### config.mk
export PLATFORM = sky130hd
export DESIGN_NAME = regfile_wb_queue_flat
export DESIGN_NICKNAME = d
export VERILOG_FILES = /design/src/rtl/regfile_wb_queue_if.sv /design/src/rtl/regfile_wb_queue.sv /design/src/flat_wrapper.sv
export SDC_FILE = /design/constraint.sdc
export NUM_CORES = 1
export LEC_CHECK = 0
export ABC_CLOCK_PERIOD_IN_PS = 9000
export BUFFER_PORTS_ARGS = -buffer_cell sky130_fd_sc_hd__buf_4
export CAP_MARGIN = 15
export CORE_MARGIN = 4
export CORE_UTILIZATION = 50
export DETAILED_ROUTE_END_ITERATION = 10
export HOLD_SLACK_MARGIN = 0.03
export PLACE_DENSITY = 0.7
export SETUP_SLACK_MARGIN = 0.05
export SLEW_MARGIN = 20
export SYNTH_ARGS = -nofsm -noshare
export SYNTH_HDL_FRONTEND = slang
export SYNTH_SLANG_ARGS = --single-unit
export TNS_END_PERCENT = 50
### constraint.sdc
create_clock -name clk -period 9 [get_ports clk]
set_input_delay 0.45 -clock clk [delete_from_list [all_inputs] [get_ports clk]]
set_output_delay 0.45 -clock clk [all_outputs]
set_load 0.01 [all_outputs]
### src/rtl/regfile_wb_queue_if.sv
// Writeback bus between the three producers, the drain control and the regfile
// write ports. The queue sits on the slave side; producers and drain control sit on the master side.
interface regfile_wb_queue_if #(
    parameter int DEPTH = 8,
    parameter int DW    = 32,
    parameter int AW    = 4
);
    localparam int CW = $clog2(DEPTH) + 1;

    logic          ch0_valid, ch1_valid, ch2_valid;
    logic          ch0_ready, ch1_ready, ch2_ready;
    logic [AW-1:0] ch0_addr, ch1_addr, ch2_addr;
    logic [DW-1:0] ch0_data, ch1_data, ch2_data;
    logic          drain_en;
    logic [AW-1:0] w_addr1, w_addr2, w_addr3;
    logic [DW-1:0] w_data1, w_data2, w_data3;
    logic          w_en1, w_en2, w_en3;
    logic [(1<<AW)-1:0] pending;
    logic [CW-1:0] count;
    logic          empty;

    modport master (
        output ch0_valid, ch1_valid, ch2_valid,
        output ch0_addr, ch1_addr, ch2_addr,
        output ch0_data, ch1_data, ch2_data,
        output drain_en,
        input  ch0_ready, ch1_ready, ch2_ready,
        input  w_addr1, w_addr2, w_addr3,
        input  w_data1, w_data2, w_data3,
        input  w_en1, w_en2, w_en3,
        input  pending, count, empty
    );

    modport slave (
        input  ch0_valid, ch1_valid, ch2_valid,
        input  ch0_addr, ch1_addr, ch2_addr,
        input  ch0_data, ch1_data, ch2_data,
        input  drain_en,
        output ch0_ready, ch1_ready, ch2_ready,
        output w_addr1, w_addr2, w_addr3,
        output w_data1, w_data2, w_data3,
        output w_en1, w_en2, w_en3,
        output pending, count, empty
    );
endinterface

### src/rtl/regfile_wb_queue.sv
// In-order writeback queue: up to three enqueues and three drains per cycle;
// oldest drained entry goes to port 1 so the regfile's port-3 priority keeps the youngest.
module regfile_wb_queue #(
    parameter int DEPTH = 8,
    parameter int DW    = 32,
    parameter int AW    = 4
) (
    input logic               clk,
    input logic               rst,
    regfile_wb_queue_if.slave bus
);
    localparam int PW = $clog2(DEPTH);
    localparam int CW = PW + 1;
    localparam int NR = 1 << AW;

    logic [PW-1:0] head_q, head_d, tail_q, tail_d;
    logic [CW-1:0] count_q, count_d;
    logic [AW-1:0] addr_q [DEPTH];
    logic [AW-1:0] addr_d [DEPTH];
    logic [DW-1:0] data_q [DEPTH];
    logic [DW-1:0] data_d [DEPTH];

    logic          ready;
    logic [2:0]    ch_v;
    logic [AW-1:0] ch_a [3];
    logic [DW-1:0] ch_w [3];
    logic [1:0]    n_drain, n_acc;
    logic [PW-1:0] slot;
    logic [PW-1:0] off;
    logic [NR-1:0] pending_v;

    // Three free slots are always kept so a full three-channel burst can never overflow.
    assign ready = !rst && (count_q <= CW'(DEPTH - 3));

    assign ch_v    = {bus.ch2_valid, bus.ch1_valid, bus.ch0_valid};
    assign ch_a[0] = bus.ch0_addr;
    assign ch_a[1] = bus.ch1_addr;
    assign ch_a[2] = bus.ch2_addr;
    assign ch_w[0] = bus.ch0_data;
    assign ch_w[1] = bus.ch1_data;
    assign ch_w[2] = bus.ch2_data;

    always_comb begin
        n_drain = 2'd0;
        if (bus.drain_en)
            n_drain = (count_q >= CW'(3)) ? 2'd3 : count_q[1:0];
    end

    always_comb begin
        addr_d = addr_q;
        data_d = data_q;
        slot   = tail_q;
        n_acc  = 2'd0;
        for (int i = 0; i < 3; i++) begin
            if (ch_v[i] && ready) begin
                addr_d[slot] = ch_a[i];
                data_d[slot] = ch_w[i];
                slot         = slot + PW'(1);
                n_acc        = n_acc + 2'd1;
            end
        end
        tail_d  = slot;
        head_d  = head_q + PW'(n_drain);
        count_d = count_q + CW'(n_acc) - CW'(n_drain);
    end

    // Occupancy is derived from head/count, so entries need no per-slot valid bit.
    always_comb begin
        pending_v = '0;
        off       = '0;
        for (int i = 0; i < DEPTH; i++) begin
            off = PW'(i) - head_q;
            if (CW'(off) < count_q)
                pending_v[addr_q[i]] = 1'b1;
        end
    end

    always_ff @(posedge clk or posedge rst) begin
        if (rst) begin
            head_q  <= '0;
            tail_q  <= '0;
            count_q <= '0;
        end else begin
            head_q  <= head_d;
            tail_q  <= tail_d;
            count_q <= count_d;
        end
    end

    always_ff @(posedge clk) begin
        addr_q <= addr_d;
        data_q <= data_d;
    end

    assign bus.ch0_ready = ready;
    assign bus.ch1_ready = ready;
    assign bus.ch2_ready = ready;

    assign bus.w_en1   = (n_drain >= 2'd1);
    assign bus.w_en2   = (n_drain >= 2'd2);
    assign bus.w_en3   = (n_drain == 2'd3);
    assign bus.w_addr1 = addr_q[head_q];
    assign bus.w_addr2 = addr_q[head_q + PW'(1)];
    assign bus.w_addr3 = addr_q[head_q + PW'(2)];
    assign bus.w_data1 = data_q[head_q];
    assign bus.w_data2 = data_q[head_q + PW'(1)];
    assign bus.w_data3 = data_q[head_q + PW'(2)];

    assign bus.pending = pending_v;
    assign bus.count   = count_q;
    assign bus.empty   = (count_q == '0);
endmodule

### src/flat_wrapper.sv
// flat-port wrapper written by rule: the top's interface ports become plain ports
module regfile_wb_queue_flat 
#(
    parameter int DEPTH = 8,
    parameter int DW    = 32,
    parameter int AW    = 4
)
  (clk, rst, bus_ch0_valid, bus_ch1_valid, bus_ch2_valid, bus_ch0_addr, bus_ch1_addr, bus_ch2_addr, bus_ch0_data, bus_ch1_data, bus_ch2_data, bus_drain_en, bus_ch0_ready, bus_ch1_ready, bus_ch2_ready, bus_w_addr1, bus_w_addr2, bus_w_addr3, bus_w_data1, bus_w_data2, bus_w_data3, bus_w_en1, bus_w_en2, bus_w_en3, bus_pending, bus_count, bus_empty);
  regfile_wb_queue_if #(.DEPTH(DEPTH), .DW(DW), .AW(AW)) bus_i ();
  input logic clk;
  input logic rst;
  input wire logic [$bits(bus_i.ch0_valid)-1:0] bus_ch0_valid;
  input wire logic [$bits(bus_i.ch1_valid)-1:0] bus_ch1_valid;
  input wire logic [$bits(bus_i.ch2_valid)-1:0] bus_ch2_valid;
  input wire logic [$bits(bus_i.ch0_addr)-1:0] bus_ch0_addr;
  input wire logic [$bits(bus_i.ch1_addr)-1:0] bus_ch1_addr;
  input wire logic [$bits(bus_i.ch2_addr)-1:0] bus_ch2_addr;
  input wire logic [$bits(bus_i.ch0_data)-1:0] bus_ch0_data;
  input wire logic [$bits(bus_i.ch1_data)-1:0] bus_ch1_data;
  input wire logic [$bits(bus_i.ch2_data)-1:0] bus_ch2_data;
  input wire logic [$bits(bus_i.drain_en)-1:0] bus_drain_en;
  output wire logic [$bits(bus_i.ch0_ready)-1:0] bus_ch0_ready;
  output wire logic [$bits(bus_i.ch1_ready)-1:0] bus_ch1_ready;
  output wire logic [$bits(bus_i.ch2_ready)-1:0] bus_ch2_ready;
  output wire logic [$bits(bus_i.w_addr1)-1:0] bus_w_addr1;
  output wire logic [$bits(bus_i.w_addr2)-1:0] bus_w_addr2;
  output wire logic [$bits(bus_i.w_addr3)-1:0] bus_w_addr3;
  output wire logic [$bits(bus_i.w_data1)-1:0] bus_w_data1;
  output wire logic [$bits(bus_i.w_data2)-1:0] bus_w_data2;
  output wire logic [$bits(bus_i.w_data3)-1:0] bus_w_data3;
  output wire logic [$bits(bus_i.w_en1)-1:0] bus_w_en1;
  output wire logic [$bits(bus_i.w_en2)-1:0] bus_w_en2;
  output wire logic [$bits(bus_i.w_en3)-1:0] bus_w_en3;
  output wire logic [$bits(bus_i.pending)-1:0] bus_pending;
  output wire logic [$bits(bus_i.count)-1:0] bus_count;
  output wire logic [$bits(bus_i.empty)-1:0] bus_empty;
  assign bus_i.ch0_valid = bus_ch0_valid;
  assign bus_i.ch1_valid = bus_ch1_valid;
  assign bus_i.ch2_valid = bus_ch2_valid;
  assign bus_i.ch0_addr = bus_ch0_addr;
  assign bus_i.ch1_addr = bus_ch1_addr;
  assign bus_i.ch2_addr = bus_ch2_addr;
  assign bus_i.ch0_data = bus_ch0_data;
  assign bus_i.ch1_data = bus_ch1_data;
  assign bus_i.ch2_data = bus_ch2_data;
  assign bus_i.drain_en = bus_drain_en;
  assign bus_ch0_ready = bus_i.ch0_ready;
  assign bus_ch1_ready = bus_i.ch1_ready;
  assign bus_ch2_ready = bus_i.ch2_ready;
  assign bus_w_addr1 = bus_i.w_addr1;
  assign bus_w_addr2 = bus_i.w_addr2;
  assign bus_w_addr3 = bus_i.w_addr3;
  assign bus_w_data1 = bus_i.w_data1;
  assign bus_w_data2 = bus_i.w_data2;
  assign bus_w_data3 = bus_i.w_data3;
  assign bus_w_en1 = bus_i.w_en1;
  assign bus_w_en2 = bus_i.w_en2;
  assign bus_w_en3 = bus_i.w_en3;
  assign bus_pending = bus_i.pending;
  assign bus_count = bus_i.count;
  assign bus_empty = bus_i.empty;
  regfile_wb_queue #(.DEPTH(DEPTH), .DW(DW), .AW(AW)) u_core (.clk(clk), .rst(rst), .bus(bus_i));
endmodule
Word level (Yosys, flattened, before mapping)
Cells that the tools add are included.
{ "word_totals": {"word_cells": 179, "out_inout_bits": 135, "reg_bits": 298, "in_bits": 114} }
{ "op_classes": {"eq_ne": 1, "bitwise_logic": 13, "addsub": 18, "n_reduce_logical": 17, "n_lt_le_gt_ge": 37, "muxes": 74} }
{ "ops": {"columns": ["cell", "count"], "rows": [
  ["bitwise mux 256 bit", 3],
  ["2-to-1 mux 256 bit", 3],
  ["2-to-1 mux 32 bit", 12],
  ["binary-select mux 32 bit (select 3 bit)", 3],
  ["demux 32 bit (select 3 bit)", 3],
  ["2-to-1 mux 16 bit", 8],
  ["OR 16 bit", 7],
  ["bitwise mux 32 bit", 3],
  ["less-than comparator 4 x 5 -> 1 bit, second input constant", 8],
  ["binary-select mux 4 bit (select 3 bit)", 3],
  ["demux 4 bit (select 3 bit)", 3],
  ["2-to-1 mux 4 bit", 9],
  ["demux 1 bit (select 4 bit)", 8],
  ["greater-or-equal comparator 4 x 1 -> 1 bit, second input constant", 8],
  ["less-than comparator 3 x 4 -> 1 bit", 8],
  ["greater-or-equal comparator 4 bit, second input constant", 6],
  ["inverter 3 -> 4 bit", 6],
  ["logical AND 1 bit", 15],
  ["adder 3 x 1 -> 3 bit, second input constant", 4],
  ["less-than comparator 4 x 1 -> 1 bit, second input constant", 3],
  ["subtractor 3 bit, first input constant", 4],
  ["2-to-1 mux 1 bit", 9],
  ["2-to-1 mux 3 bit", 3],
  ["2-to-1 mux 2 bit", 4],
  ["other kinds (15)", 17]
]} }

Depth between registers and ports, before layout
Gate-level depths: netlist (run 1).
{ "logic_depth": {"depth_word": 19, "depth_mapped": 18, "depth_no_buf": 15} }

Least setup slack after synthesis (run 1)
No wires, ideal clock.
{ "synth_timing": {"kind": "flip-flop to output port", "start": "register u_core.head_q[0]", "end": "output bus_pending[11]", "required_ns": 8.550, "path_buffers": 6, "path_stages_with_launch": 16, "arrival_ns": 4.267, "setup_slack_ns": 4.283, "cell_sequence": "dfrtp_1 -> clkbuf_1 -> clkbuf_1 -> clkbuf_1 -> buf_1 -> inv_1 -> ha_1 -> clkbuf_1 -> buf_1 -> inv_1 -> ha_1 -> nand3_1 -> a21oi_1 -> nand3b_1 -> o22ai_1 -> or3_1"} }
{ "synth_via": {"elab_chain_cells": 17, "elab_cells_between_ends": 31, "cone_classes": "add/sub: 8; order compare: 8; mux: 8; bitwise: 7"} }
{ "synth_lines": {"columns": ["item", "line", "source"], "rows": [
  ["start: declaration", "regfile_wb_queue.sv:16", "logic [PW-1:0] head_q, head_d, tail_q, tail_d;"],
  ["start signal: assignment", "regfile_wb_queue.sv:80", "head_q <= '0;"],
  ["start signal: assignment", "regfile_wb_queue.sv:84", "head_q <= head_d;"],
  ["subtractor 1 x 3 -> 3 bit", "regfile_wb_queue.sv:72", "off = PW'(i) - head_q;"],
  ["less-than comparator 3 x 4 -> 1 bit", "regfile_wb_queue.sv:73", "if (CW'(off) < count_q)"],
  ["2-to-1 mux 16 bit", "regfile_wb_queue.sv:73", null],
  ["OR 16 bit (no line)", null, null],
  ["2-to-1 mux 16 bit", "regfile_wb_queue.sv:73", null],
  ["OR 16 bit (no line)", null, null],
  ["2-to-1 mux 16 bit", "regfile_wb_queue.sv:73", null],
  ["OR 16 bit (no line)", null, null],
  ["2-to-1 mux 16 bit", "regfile_wb_queue.sv:73", null],
  ["OR 16 bit (no line)", null, null],
  ["2-to-1 mux 16 bit", "regfile_wb_queue.sv:73", null],
  ["OR 16 bit (no line)", null, null],
  ["2-to-1 mux 16 bit", "regfile_wb_queue.sv:73", null],
  ["OR 16 bit (no line)", null, null],
  ["2-to-1 mux 16 bit", "regfile_wb_queue.sv:73", null],
  ["OR 16 bit (no line)", null, null],
  ["2-to-1 mux 16 bit (*)", "regfile_wb_queue.sv:73", null],
  ["end: declaration", "flat_wrapper.sv:34", "output wire logic [$bits(bus_i.pending)-1:0] bus_pending;"]
]} }
Mark *: on every way between the ends. The rest lies on a longest branch, timed or not.

Worst setup path after layout (run 1)
{ "layout_timing": {"start": "register u_core.head_q[1]", "end": "output bus_pending[10]"} }
The elaborated chain is that of the path after synthesis.

==> results of run 1 <==
[per-layer routing]
layer | part of all wire | wire length (um) | up-vias
met1 | 0.40 | 32100 | 10400
met4 | 0.038 | 3090 | 4
met5 | 0.00026 | 21 | -
li1 | - | - | 9579
met2 | 0.48 | 38900 | 1148
met3 | 0.087 | 7070 | 217
[power by group through the flow]
stage	logic, mW	registers [mW]	clock network, mW
detailed placement	7.51	2.64	0
CTS	7.57	2.62	1.50
global placement	7.35	2.59	0
finish	7.61	2.66	1.48
global route	8.18	2.72	1.55
floorplan	5.25	2.29	0
[synth_stat cells, drive strengths merged, types with 7 or more instances]
library cell  count  area share
inv              75       0.012
nor4             18      0.0074
dfxtp           288        0.25
mux2i           432        0.18
nor2            322       0.052
clkbuf          201       0.034
mux4            144        0.14
nand2b           11      0.0029
ha               27       0.014
buf              88       0.022
dfrtp            10       0.011
mux2            178       0.086
nor2b             7      0.0019
nand4            14      0.0037
nand2           183       0.030
o21ai           155       0.033
a21oi           309       0.066
xnor2             7      0.0026
nand3            20      0.0043
o22ai            13      0.0035
nor3             30      0.0073
nor3b            13      0.0046
[sequential cells by signal, summed over array words and instances, names as in the netlist]
name and count:
u_core.head_q 3, u_core.addr_q 32, u_core.bus.count 4, u_core.data_q 256
u_core.tail_q 3
[logic make-up (layout without fill, tap and decap cells)]
family	after synthesis	count (layout)	synth area share
buffers and inverters	365	424	0.0679
AOI/OAI and AO/OA	525	525	0.121
adders and majority gates	30	30	0.0170
muxes	754	754	0.409
and+or+nand+nor	650	650	0.124
xor gates and xnor gates	13	13	0.00486
other	0	1	0
DFF	298	298	0.257
[area by class of cell]
| type | instances | area [um2] |
|---|---|---|
| Sequential cell | 298 | 6020 |
| Tap cell | 607 | 759 |
| Clock inverter | 11 | 138 |
| Fill cell | 4098 | 20100 |
| Multi-Input combinational cell | 1972 | 16000 |
| Inverter | 76 | 287 |
| Antenna cell | 1 | 2.50 |
| Timing Repair Buffer | 286 | 2150 |
| Clock buffer | 51 | 1030 |
[worst max-delay path by stage]
| stage | startpoint | endpoint | slack, ps |
|---|---|---|---|
| floorplan | u_core.head_q[0]$_DFF_PP0_ | bus_pending[11] | 4280 |
| detailed placement | u_core.bus.count[3]$_DFF_PP0_ | u_core.data_q[112]$_DFF_P_ | 3850 |
| global route | u_core.bus.count[3]$_DFF_PP0_ | u_core.data_q[36]$_DFF_P_ | 3350 |
| CTS | u_core.head_q[1]$_DFF_PP0_ | bus_w_addr2[0] | 3710 |
| global placement | u_core.bus.count[3]$_DFF_PP0_ | u_core.data_q[51]$_DFF_P_ | 4050 |
| finish | u_core.head_q[1]$_DFF_PP0_ | bus_pending[10] | 3600 |
[through the flow]
step                      cells  instance area [um2]  utilization  hold WS [ps]  total power [mW]
after CTS                  3301                26300        0.567           142              11.7
final                      3302                26400        0.567           153              11.8
after global routing       3302                26400        0.567           158              12.4
after global placement     3238                25200        0.542           515              9.94
after floorplan            2635                23400            -           290              7.54
after detailed placement   3238                25200        0.542           517              10.2
[tightest hold or removal path: stages]
cell and delay (ps):
buf_4 110, nand2_1 50, o21ai_1 60
==> flow_summary_export.csv, run 1 <==
group,metric,value,unit
status,outcome,"finished clean",
finish,final_layout_size_suffix_gt1_frac,0.258,
pwr,p_int,6.64,mW
floorplanning,io_pins,249,
sta,timing.fmax,0.185,GHz
detailed_routing,vias,21300,
pwr,p_per_area,446,nW/um2
detailed_routing,viasPerCell,6.46,
grt,grt.total_usage,0.309,
sta,setup_violations,0,
place,port-buffer-count,248,
place,place_ws,3850,ps
sta,rsz0062_at_grt,"false",
grt,overflow,0,
cts,cts.path.max_buffers,3,
synthesis,synthesis.area,23400,um2
worst_setup_path,path_cells,"buf_4, ha_1, xor2_4, buf_4, inv_1, ha_1, a21oi_1, a21oi_1, nor3b_1, a221oi_1, nand3_1, buf_4",
finish,layout_common_cells,"mux2i_1 (432), nor2_1 (322), a21oi_1 (304)",
detailed_routing,wl_per_cell,24.6,um
grt,use_met2,0.514,
worst_setup_path,worst_ep_required_time,8550,ps
synthesis,ys_seq_elements,298,
sta,setup_tns,0,ps
sta,hold_viol,0,
pwr,ir_drop,247,uV
synthesis,yosysUniqueCellTypes,70,
grt,gr-max-usage-layer,"met2",
detailed_routing,postRouteAntennaNets,0,
grt,grt_max_degree,73,
cts,cts_tree,"done",
min_path,hp-start,"bus_ch2_data[0]",
cts,numCtsBuffers,35,
finish,final_common_cell,"mux2i_1",
cts,ctsRootBufferMaster,"clkbuf_16",
place,place_congestion,0.998,
finish,nets,2813,
place,hpwl,50500,um
worst_setup_path,path_class,"reg2out",
cts,postCtsResizedCells,0,
sta,final.setup.worst_slack,3600,ps
min_path,hp-class,"in2reg",
pwr,p_sw_frac,0.435,
detailed_routing,dr.pass1.iters,6,
sta,fin_crit_sh,0.600,
sta,tightestPinTransition,1020,ps
detailed_routing,drc_errors,0,
worst_setup_path,cp_num_buf_inv,4,
floorplanning,design.core.area,46500,um2
synthesis,synth_edf_count,0,
pwr,clkPwrFrac,0.126,
floorplanning,die_w,224,um
grt,grt_pass1_vias,20900,
worst_setup_path,rr_endpoint,"u_core.data_q[60]$_DFF_P_",
worst_setup_path,worst_path_most_repeated_cell,"buf_4",
grt,grt_pass1_wl,123000,um
worst_setup_path,rrSetupSlack,3760,ps
synthesis,yosys_warnings,0,
floorplanning,rows,79,
min_path,hold_depth,3,
cts,clk_pin_slew,60,ps
worst_setup_path,timing.rr.start,"u_core.bus.count[3]$_DFF_PP0_",
synthesis,synth_seq_area_share,0.257,
pwr,p_leak,11.9,nW
synthesis,async_flop_share,0.0336,
run,drv_cap,0,
worst_setup_path,cp-start-kind,"flop",
cts,clk-insertion-delay-late,540,ps
worst_setup_path,cp_slowest_stage_delay,670,ps
finish,areaGrowthSynthToFinish,12.5,%
worst_setup_path,path_max_fanout,40,
worst_setup_path,cp.depth,12,
synthesis,synth_fp_nets,2779,
pwr,p_switching,5.11,mW
cts,cts_htree_levels,2,
floorplanning,dieArea,50400,um2
grt,grt_util_met3,0.0508,
synthesis,syn_avg_cell_area,8.89,um2
sta,layout_min_cycle_time,5400,ps
synthesis,ys.flop_type,"dfxtp_1",
cts,post-cts-setup-buffer-count,0,
cts,hold_buffers,1,
min_path,min_to,"u_core.data_q[192]$_DFF_P_",
detailed_routing,wl,81200,um
grt,gr-usage-met1,0.403,
floorplanning,die_h,224,um
floorplanning,start_util,0.504,
worst_setup_path,path_delay_family,"buffers and inverters",
synthesis,syn-instance-count,2635,
worst_setup_path,r2r_cells,16,
worst_setup_path,crit_slowest_cell,"buf_4",
sta,slew_headroom,0.318,
grt,antenna_found_initial,3,
sta,clock_skew,24.0,ps
pwr,pwr-share-seq,0.226,
worst_setup_path,cp.arrival,4950,ps
pwr,power_frac_comb,0.647,
cts,clock_sinks,298,
worst_setup_path,cp-end-kind,"output pin",
detailed_routing,drtIter0Drc,2428,
sta,slew_violations,0,
No activity file was read; power rests on OpenSTA's default activity.
==> inputs of run 2 (changes only) <==
--- a/config.mk
+++ b/config.mk
@@ -5,7 +5,7 @@
 export SDC_FILE = /design/constraint.sdc
 export NUM_CORES = 1
 export LEC_CHECK = 0
-export ABC_CLOCK_PERIOD_IN_PS = 9000
+export ABC_CLOCK_PERIOD_IN_PS = 5060
 export BUFFER_PORTS_ARGS = -buffer_cell sky130_fd_sc_hd__buf_4
 export CAP_MARGIN = 15
 export CORE_MARGIN = 4
==> constraint.sdc (replaced) <==
create_clock -name clk -period 5.06 [get_ports clk]
set_input_delay 0.253 -clock clk [delete_from_list [all_inputs] [get_ports clk]]
set_output_delay 0.253 -clock clk [all_outputs]
set_load 0.01 [all_outputs]
==> run 2 against run 1 <==
First-iteration DRC count is 7.2% higher. Clock power is 72% higher. Register-to-register slack worse by 3200 ps. Power is 78% higher. Sequential power is 80% higher. Global-route usage is 0.23 points lower. Via count is 1.3% higher. Wire length is 0.42% lower. Critical path depth is 1 lower. Critical path type unchanged. Critical endpoint is now bus_pending[12].
==> flow_summary_export.csv, run 2 (synthesis gave the netlist of run 1 again) <==
group,metric,value,unit
cts,cts_htree_levels,2,
worst_setup_path,worst_path_most_repeated_cell,"a21oi_1",
worst_setup_path,worst_ep_required_time,4810,ps
worst_setup_path,r2r_cells,16,
floorplanning,dieArea,50400,um2
pwr,p_int,11.8,mW
floorplanning,rows,79,
grt,grt_pass1_wl,124000,um
place,place_area,25300,um2
min_path,hp-start,"bus_ch1_data[8]",
finish,seq_area,6020,um2
grt,antenna_found_initial,1,
worst_setup_path,rrSetupSlack,590,ps
finish,areaGrowthSynthToFinish,14.6,%
sta,hold_viol,0,
pwr,ir_drop,670,uV
worst_setup_path,cp.depth,11,
place,dp_cells,3241,
cts,cts_tree,"done",
grt,overflow,0,
detailed_routing,drtIter0Drc,2602,
pwr,pwr-share-seq,0.229,
finish,fin_cells,3341,
pwr,p_switching,9.09,mW
finish,nets,2853,
detailed_routing,wl_per_cell,24.2,um
pwr,clkPwrFrac,0.121,
sta,holdWs,61.7,ps
sta,final.setup.worst_slack,545,ps
worst_setup_path,path_cells,"clkinv_2, ha_4, xnor2_1, inv_1, ha_1, a21oi_1, a21oi_1, nor3_1, a2111oi_0, o211ai_1, buf_4",
cts,clk_pin_slew,60,ps
place,port-buffer-count,248,
grt,grt_max_degree,88,
sta,rsz0062_at_grt,"false",
finish,multi_input_area,16000,um2
sta,layout_min_cycle_time,4520,ps
finish,layout_common_cells,"mux2i_1 (432), nor2_1 (322), a21oi_1 (304)",
cts,clk-insertion-delay-late,530,ps
finish,final_common_cell,"mux2i_1",
sta,tightestPinTransition,1050,ps
cts,clock_sinks,298,
floorplanning,io_pins,249,
detailed_routing,wl,80900,um
grt,grt.total_usage,0.306,
sta,setup_tns,0,ps
status,outcome,"finished clean",
cts,cts.path.max_buffers,3,
floorplanning,design.core.area,46500,um2
sta,slew_headroom,0.293,
sta,slew_violations,0,
detailed_routing,postRouteAntennaNets,0,
finish,largest_reg_flops,256,
floorplanning,die_h,224,um
floorplanning,die_w,224,um
finish,final_layout_size_suffix_gt1_frac,0.255,
worst_setup_path,cp-start-kind,"flop",
finish,regMostFlops,"u_core.data_q",
grt,grt_pass1_vias,21300,
pwr,total_power,20.9,mW
place,place_congestion,0.988,
cts,postCtsResizedCells,0,
min_path,hp-class,"in2reg",
run,drv_cap,0,
detailed_routing,drc_errors,0,
sta,fin_crit_sh,0.892,
worst_setup_path,path_delay_family,"compound AO/OA/AOI/OAI gates",
detailed_routing,viasPerCell,6.47,
worst_setup_path,cp_num_buf_inv,3,
worst_setup_path,crit_slowest_cell,"a2111oi_0",
worst_setup_path,path_class,"reg2out",
pwr,power_frac_comb,0.650,
cts,ctsRootBufferMaster,"clkbuf_16",
finish,n_fill_cell,4031,
detailed_routing,vias,21600,
sta,clock_skew,14.2,ps
finish,final_core_util,0.578,
worst_setup_path,cp_slowest_stage_delay,770,ps
place,hpwl,51400,um
cts,post-cts-setup-buffer-count,0,
place,place_ws,669,ps
pwr,p_per_area,779,nW/um2
cts,numCtsBuffers,35,
sta,setup_violations,0,
pwr,p_sw_frac,0.434,
worst_setup_path,path_max_fanout,17,
worst_setup_path,cp.arrival,4260,ps
sta,timing.fmax,0.221,GHz
worst_setup_path,cp-end-kind,"output pin",
min_path,hold_depth,3,
worst_setup_path,crit_path_start,"u_core.head_q[1]$_DFF_PP0_",
floorplanning,start_util,0.504,
detailed_routing,dr.pass1.iters,6,
worst_setup_path,timing.rr.start,"u_core.bus.count[3]$_DFF_PP0_",
finish,fin_area,26900,um2
pwr,p_leak,12.1,nW
-- run 2: cell count changes in the layout (fill, tap and decap cells not counted), sizes merged --
cell	delta
buf	+4
bufinv	-1
clkbuf	+3
clkinv	-2
clkinvlp	-1
dlygate4sd3	+36
-- run 2: power groups by stage --
stage	Combinational (mW)	Sequential (mW)	Clock, mW
floorplan	9.33	4.08	0
global placement	13.1	4.66	0
detailed placement	13.4	4.75	0
CTS	13.5	4.70	2.57
global route	14.6	4.89	2.66
finish	13.6	4.79	2.54
-- run 2: final timing paths --
| path | endpoint |
|---|---|
| worst min register to register | u_core.data_q[242]$_DFF_P_ |
| worst min-delay path | u_core.data_q[168]$_DFF_P_ |
| min in group asynchronous | u_core.bus.count[1]$_DFF_PP0_ |
| max in group asynchronous | u_core.head_q[2]$_DFF_PP0_ |
| worst max-delay path | bus_pending[12] |
| worst max register to register | u_core.data_q[79]$_DFF_P_ |
-- run 2: final cells by class --
cell class | count | area share
Multi-Input combinational cell | 1972 | 0.594
Sequential cell | 298 | 0.224
Timing Repair Buffer | 326 | 0.100
Clock buffer | 54 | 0.0386
Tap cell | 607 | 0.0283
Inverter | 76 | 0.0107
Clock inverter | 7 | 0.00331
Antenna cell | 1 | 0.0000932
-- run 2: what timing repair did --
item / in CTS / in global routing
hold endpoints to repair: 154 / 0
setup endpoints to repair: 0 / 0
hold buffers: 37 / 0
-- run 2: routing by layer --
layer  global-route usage  vias to the layer above  part of all wire
li1                     -                     9636                 -
met1                0.397                    10600              0.40
met2                0.517                     1162              0.48
met3               0.0465                      222             0.085
met4                0.120                        0             0.037
met5                    0                        -                 0
-- run 2: tightest hold or removal path: stages --
cell and delay, ps:
buf_4 140, a21oi_1 70, o21ai_1 100
